[src/rtl/lsu_subword.sv]
// lsu_subword: byte/halfword/word load-store unit in front of a word-wide memory
// with a 1-cycle registered read and no byte enables.
module lsu_subword #(
  parameter logic [31:0] BASE_ADDR  = 32'h0000_0000,
  parameter int unsigned SIZE_BYTES = 4096
) (
  input  logic        clk_i,
  input  logic        rst_ni,
  input  logic        req_valid_i,
  output logic        req_ready_o,
  input  logic        req_we_i,
  input  logic [2:0]  req_funct3_i,
  input  logic [31:0] req_addr_i,
  input  logic [31:0] req_wdata_i,
  output logic        rsp_valid_o,
  output logic [31:0] rsp_rdata_o,
  output logic        rsp_err_o,
  output logic [31:0] dmem_addr_o,
  input  logic [31:0] dmem_rd_data_i,
  output logic [31:0] dmem_wr_data_o,
  output logic        dmem_read_o,
  output logic        dmem_write_o
);
  localparam logic [1:0] IDLE = 2'd0, RD = 2'd1, CAP = 2'd2, WR = 2'd3;
  logic [1:0]  state_q, state_d;
  logic [31:0] addr_q, addr_d, data_q, data_d, rdata_q, rdata_d;
  logic [2:0]  f3_q, f3_d;
  logic        we_q, we_d, rsp_valid_q, rsp_valid_d, rsp_err_q, rsp_err_d;
  logic        accept, req_err;
  logic [31:0] off, sh, ext, wmask, merged;
  logic [4:0]  shamt;
  assign req_ready_o = (state_q == IDLE) & rst_ni;
  assign accept      = req_valid_i & req_ready_o;
  assign off         = req_addr_i - BASE_ADDR;
  assign req_err = (req_funct3_i[1:0] == 2'b11) | (req_funct3_i[2:1] == 2'b11)
                 | (req_we_i & req_funct3_i[2])
                 | ((req_funct3_i[1:0] == 2'b01) & req_addr_i[0])
                 | ((req_funct3_i[1:0] == 2'b10) & (|req_addr_i[1:0]))
                 | (off >= SIZE_BYTES);
  // data_q holds store data until CAP, then the merged word for the write-back
  assign shamt  = {addr_q[1:0], 3'b000};
  assign sh     = dmem_rd_data_i >> shamt;
  assign ext    = f3_q[1] ? sh
                : f3_q[0] ? {{16{~f3_q[2] & sh[15]}}, sh[15:0]}
                :           {{24{~f3_q[2] & sh[7]}}, sh[7:0]};
  assign wmask  = (f3_q[0] ? 32'h0000_FFFF : 32'h0000_00FF) << shamt;
  assign merged = (dmem_rd_data_i & ~wmask) | ((data_q << shamt) & wmask);
  always_comb begin
    state_d     = state_q;
    addr_d      = addr_q;
    f3_d        = f3_q;
    we_d        = we_q;
    data_d      = data_q;
    rdata_d     = rdata_q;
    rsp_valid_d = 1'b0;
    rsp_err_d   = 1'b0;
    case (state_q)
      IDLE: if (accept) begin
        addr_d      = req_addr_i;
        f3_d        = req_funct3_i;
        we_d        = req_we_i;
        data_d      = req_wdata_i;
        rsp_valid_d = req_err;
        rsp_err_d   = req_err;
        rdata_d     = req_err ? 32'h0 : rdata_q;
        state_d     = req_err ? IDLE : (req_we_i & req_funct3_i[1]) ? WR : RD;
      end
      RD: state_d = CAP;
      CAP: begin
        data_d      = we_q ? merged : data_q;
        rdata_d     = we_q ? rdata_q : ext;
        rsp_valid_d = ~we_q;
        state_d     = we_q ? WR : IDLE;
      end
      default: begin
        rdata_d     = 32'h0;
        rsp_valid_d = 1'b1;
        state_d     = IDLE;
      end
    endcase
  end
  always_ff @(posedge clk_i or negedge rst_ni) begin
    if (!rst_ni) begin
      state_q     <= IDLE;
      addr_q      <= 32'h0;
      f3_q        <= 3'h0;
      we_q        <= 1'b0;
      data_q      <= 32'h0;
      rdata_q     <= 32'h0;
      rsp_valid_q <= 1'b0;
      rsp_err_q   <= 1'b0;
    end else begin
      state_q     <= state_d;
      addr_q      <= addr_d;
      f3_q        <= f3_d;
      we_q        <= we_d;
      data_q      <= data_d;
      rdata_q     <= rdata_d;
      rsp_valid_q <= rsp_valid_d;
      rsp_err_q   <= rsp_err_d;
    end
  end
  assign rsp_valid_o    = rsp_valid_q;
  assign rsp_err_o      = rsp_err_q;
  assign rsp_rdata_o    = rdata_q;
  assign dmem_addr_o    = {addr_q[31:2], 2'b00};
  assign dmem_wr_data_o = data_q;
  assign dmem_read_o    = state_q == RD;
  assign dmem_write_o   = state_q == WR;
endmodule
[config.mk]
export PLATFORM = sky130hd
export DESIGN_NAME = lsu_subword
export DESIGN_NICKNAME = d
export VERILOG_FILES = /design/src/rtl/lsu_subword.sv
export SDC_FILE = /design/constraint.sdc
export NUM_CORES = 1
export LEC_CHECK = 0
export ABC_CLOCK_PERIOD_IN_PS = 1600
export BUFFER_PORTS_ARGS = -buffer_cell sky130_fd_sc_hd__clkbuf_2
export CORE_MARGIN = 2
export CORE_UTILIZATION = 46
export DETAILED_ROUTE_END_ITERATION = 10
export PLACE_DENSITY = 0.77
export SETUP_SLACK_MARGIN = 0.3
export SYNTH_ARGS = -nofsm -noshare
export SYNTH_HDL_FRONTEND = slang
export SYNTH_SLANG_ARGS = --single-unit
[constraint.sdc]
create_clock -name clk_i -period 1.6 [get_ports clk_i]
set_input_delay 0.16 -clock clk_i [delete_from_list [all_inputs] [get_ports clk_i]]
set_output_delay 0.16 -clock clk_i [all_outputs]
set_load 0.01 [all_outputs]
# Word level (Yosys, flattened, before mapping)
# Index checks and enable logic that the tools add are counted.
[op_classes]
div = 0
n_mul = 0
n_shift = 3
eq_ne = 11
n_mux = 18
reduce_logical = 6
magnitude_cmp = 1
bitwise = 20
add_sub_neg = 0
[ops]
columns = ["operator", "count"]
rows = [
  ["$mux W32", 7],
  ["$pmux W32 S3", 1],
  ["$and A32 B32 Y32", 2],
  ["$pmux W32 S2", 1],
  ["$ge A32 B13 Y1 const B", 1],
  ["$not A32 Y32", 1],
  ["$or A32 B32 Y32", 1],
  ["$shl A16 B5 Y32", 1],
  ["$shl A32 B5 Y32", 1],
  ["$shr A32 B5 Y32", 1],
  ["$mux W16", 1],
  ["$eq A2 B2 Y1 const B", 5],
  ["$and A1 B1 Y1", 8],
  ["$mux W2", 4],
  ["$ne A2 B2 Y1 const B", 4],
  ["$pmux W2 S3", 1],
  ["$or A1 B1 Y1", 5],
  ["$eq A2 B1 Y1 const B", 2],
  ["$reduce_and A4 Y1", 1],
  ["$not A1 Y1", 3],
  ["$pmux W1 S3", 1],
  ["$reduce_and A3 Y1", 1],
  ["$logic_not A2 Y1", 1],
  ["$mux W1", 2],
  ["other kinds (3)", 3],
]
[totals]
regBits = 104
inputBits = 103
wordCells = 67
ramBits = 0
output_inout_bits = 101
mem_count = 0
rom_bits = 0
latchBits = 0

# Logic depth before layout (Yosys ltp)
[depth]
depth_word = 9
mapped_depth = 8

# Worst setup path before layout
# OpenSTA, ideal clock, no wires.
[synth_path]
path_type = "register to register"
start = "register addr_q[1]"
end = "register (tool-made name)"
n_path_buf = 3
setup_slack_ns = -0.012
t_arrival_ns = 1.547
path_stages_with_launch = 8
period_less_slack_ns = 1.612
path_cell_list = "dfrtp_1 buf_4 buf_2 buf_4 a31oi_1 nor2_1 o311ai_0 o21a_1"
[synth_rtl]
columns = ["item", "line", "rtl"]
rows = [
  ["from (decl)", "26", "logic [31:0] addr_q, addr_d, data_q, data_d, rdata_q, rdata_d;"],
  ["from (signal assigned)", "94", "addr_q <= addr_d;"],
]

# Worst setup path after layout
[layout_path]
start = "register state_q[1]"
end = "register rdata_q[0] (netlist: rsp_rdata_o[0])"
[layout_via]
elab_chain_cells = 5
elab_cells_between_ends = 11
classes_between = "eq/ne: 5; mux: 1; bitwise: 3; reduce/logical: 2"
[layout_rtl]
columns = ["item", "line", "rtl"]
rows = [
  ["from (decl)", "25", "logic [1:0] state_q, state_d;"],
  ["from (signal assigned)", "93", "state_q <= state_d;"],
  ["$logic_not A2 Y1", "32, 57", ""],
  ["$and A1 B1 Y1", "32", "assign req_ready_o = (state_q == IDLE) & rst_ni;"],
  ["$and A1 B1 Y1", "33", "assign accept = req_valid_i & req_ready_o;"],
  ["$ne A2 B2 Y1 (no line)", "--", ""],
  ["$reduce_and A4 Y1 (no line)", "--", ""],
  ["to (signal assigned)", "98", "rdata_q <= rdata_d;"],
  ["to (decl)", "26", ""],
]
# Parallel ways exist; a longest one is shown, timed or not.
# A chain may end at the register's enable or synchronous reset.

==> results by group <==
Run status
  • Status: finished, violations left
  • Failing checks: setup timing

Pwr
  • Peak VDD IR: 0.656 mV
  • Leak: 4.03 nW
  • Pwr Density: approximately 900 nW/um^2

Yosys
  • Cell Area, Synth: ~6000 um^2
  • Yosys top cell area share: 0.444
  • #FFs+latches synth: ~100
  • Most instantiated cells after synthesis: dfrtp_1, nand2_1, a21oi_1
  • Leading post-synthesis cells by cell area: dfrtp_1, mux2_2, buf_4
  • Synth area leader: dfrtp_1
  • Top-count cell post-synth: dfrtp_1
  • Syn avg cell area: 9.54 um^2
  • Post-Syn Instances: a little over 600
  • Yosys cell types: 48
  • Top_reg_cell synth: dfrtp_1
  • Seq/Total Area, Yosys: 0.444
  • Number of synthesis warnings: 0
  • Number of synthesized flops with an enable pin: 0
  • Ys async rst share: 1.00

Layout
  • P&R area growth vs syn: 45.5%
  • Antenna diode count: 0
  • # nets final: 949
  • Cell area after layout: approximately 8500 um^2
  • Layout fillers: between 900 and 1000
  • Fraction of layout cells with a size suffix above 1: 0.522

Routing
  • Detailed-route DRC error count: 0
  • Vias per Instance: 5.97
  • Post-Route WL: approximately 21000 um
  • Vias: about 6000
  • DR WL/cell: approximately 21 um
  • DR pass1 iterations: 6
  • Antenna viol nets, final: 0
  • Initial DRC count: 641

GRT
  • Grt total ovfl: 0
  • Initial antenna violation count: 0
  • Global-route wire length before repair: 30100 um
  • Vias in the first global route: slightly below 6000
  • GRT Util Overall: 0.290
  • Pin count of the biggest net entering global routing: slightly above 60

Worst setup path
  • Startpoint types: flip-flop
  • Buffer and inverter count on the worst path: 2
  • CP Capture Type: flip-flop
  • CP max FO: 13
  • Crit Path Class: flip-flop to flip-flop
  • CP max-delay cell: dfrtp_2
  • CP arrival: about 2.1 ns
  • Max incr delay on CP: about 0.46 ns
  • Worst Path Required: ~1.9 ns
  • Crit-path cells: nor4bb_4, buf_4, o32ai_4, buf_12, a2111oi_1, a21o_1
  • Largest delay share family, worst path: compound AO/OA/AOI/OAI gates

STA
  • Tmin final: between 1.5 and 2 ns
  • Slew Viols, Final: 0
  • Final hold vios: 0
  • Worst hold margin: 0.0369 ns
  • Final WS setup: -0.178 ns
  • Unrepaired setup endpoints after global routing: yes
  • Slew of the pin with the lowest slew margin: approximately 0.77 ns
  • Setup TNS: -11.98 ns
  • Final Setup Violations: a little over 100
  • Final period utilization: 1.11
  • Clock Skew: a little over 0.009 ns
  • Fmax: around 560 MHz
  • Max_slew headroom: 0.487

Clock tree
  • CTS root buf: clkbuf_16
  • CTS buffer count: 9
  • Clock Tree Buf Depth: 2
  • Clk_lat worst skew: about 0.37 ns
  • TritonCTS clock tree: built
  • H-tree levels: 3
  • Sinks on Clock Net: ~100
  • Clk slew on worst S/H paths: 0.08 ns

Worst hold path
  • HP Class: input pin to asynchronous set/reset pin

Placement
  • Post-DP HPWL: between 10000 and 15000 um
  • Placed inst area: between 7000 and 8000 um^2
  • GPL Wtd Cong: approximately 0.97
  • IO buf count: about 200

Die
  • Die height: between 100 and 150 um
  • Full die area: 13700 um^2
  • Die width: between 100 and 150 um
  • Initial Util: 0.469
  • Cell Rows: between 40 and 50
  • I/O Pins: between 200 and 250
  • Core area: 12500 um^2

Job
  • Max_cap viols: 0
==> tightest hold or removal path, delay by kind of cell <==
family / cells / cell delay, ns
buffers and inverters: 3 / 0.71
==> cell type report <==
type	count	area, um^2	share of cell area
inverter	12	45.0	0.00528
sequential	104	2610	0.305
tap	172	215	0.0252
clock inverter	7	86.3	0.0101
clock buffer	9	225	0.0264
timing repair buffer	301	2110	0.247
multi-input combinational	418	3250	0.381
==> what timing repair did <==
action                     in CTS  in global routing
gates resized for setup        88                 58
setup buffers                  23                  5
pin swaps                      12                 15
hold buffers                    0                  0
setup endpoints to repair     107                107
cloned                          6                  2
==> report_power, final <==
part	leakage, nW	switching [mW]	internal [mW]
registers	1.28	0.246	2.87
logic	2.60	1.22	1.07
clock network	0.151	1.16	1.12
total	4.03	2.63	5.06
==> through the flow <==
stage | util | worst slack (ns) | cells | power (mW)
floorplan | - | 0.0218 | 616 | 4.26
global placement | 0.577 | -0.279 | 971 | 4.90
detailed placement | 0.577 | -0.320 | 971 | 4.96
CTS | 0.651 | -0.113 | 1016 | 7.47
global route | 0.682 | -0.252 | 1023 | 7.95
finish | 0.682 | -0.178 | 1023 | 7.68
==> logic make-up (layout without fill, tap and decap cells) <==
| family | count (synthesis) | count (layout) | share of synthesized area |
|---|---|---|---|
| DFF | 104 | 104 | 0.444 |
| other | 1 | 2 | 0.000639 |
| muxes | 49 | 49 | 0.0930 |
| AOI/OAI and AO/OA | 214 | 214 | 0.244 |
| and+or+nand+nor | 153 | 153 | 0.123 |
| buffers and inverters | 94 | 329 | 0.0960 |
==> path summary, 6_finish.rpt <==
kind,from,endpoint,slack (ns),cells past startpoint
min reg2reg,rsp_rdata_o[0]$_DFFE_PN0P_,rsp_rdata_o[0]$_DFFE_PN0P_,0.48,1
max reg2reg,state_q[1]$_DFFE_PN0N_,rsp_rdata_o[0]$_DFFE_PN0P_,-0.18,6
min in group clk_i,req_addr_i[3],addr_q[3]$_DFFE_PN0P_,0.04,2
max,state_q[1]$_DFFE_PN0N_,rsp_rdata_o[0]$_DFFE_PN0P_,-0.18,6
max in group asynchronous,rst_ni,state_q[1]$_DFFE_PN0N_,0.93,3
min,rst_ni,dmem_wr_data_o[9]$_DFFE_PN0P_,0.04,3
==> routing by layer <==
| metal | up-vias | GRT usage | share of wire |
|---|---|---|---|
| met1 | 2905 | 0.371 | 0.38 |
| met3 | 87 | 0.0736 | 0.098 |
| met2 | 428 | 0.476 | 0.48 |
| met4 | 0 | 0.114 | 0.036 |
| met5 | - | 0 | 0 |
| li1 | 2683 | - | - |
==> layout by cell type (no fill, tap or decap), types with 6 or more instances in the layout <==
| master | count |
|---|---|
| clkbuf_2 | 198 |
| dfrtp_1 | 100 |
| buf_4 | 62 |
| nand2_1 | 44 |
| a21oi_1 | 39 |
| nor2_1 | 33 |
| mux2_4 | 33 |
| o22ai_1 | 28 |
| a211oi_1 | 26 |
| nand2_2 | 22 |
| o21ai_0 | 22 |
| buf_6 | 21 |
| nor2b_1 | 16 |
| mux2i_1 | 14 |
| o21ai_1 | 13 |
| o21ai_2 | 12 |
| clkbuf_16 | 11 |
| inv_1 | 10 |
| buf_12 | 10 |
| o31ai_1 | 9 |
| nor4_1 | 8 |
| a31oi_1 | 8 |
| o311ai_4 | 8 |
| nand3_1 | 8 |
| o21a_1 | 7 |
| a21o_1 | 7 |
| a2111oi_2 | 6 |
Note: power is estimated with default switching activity, not from simulation.
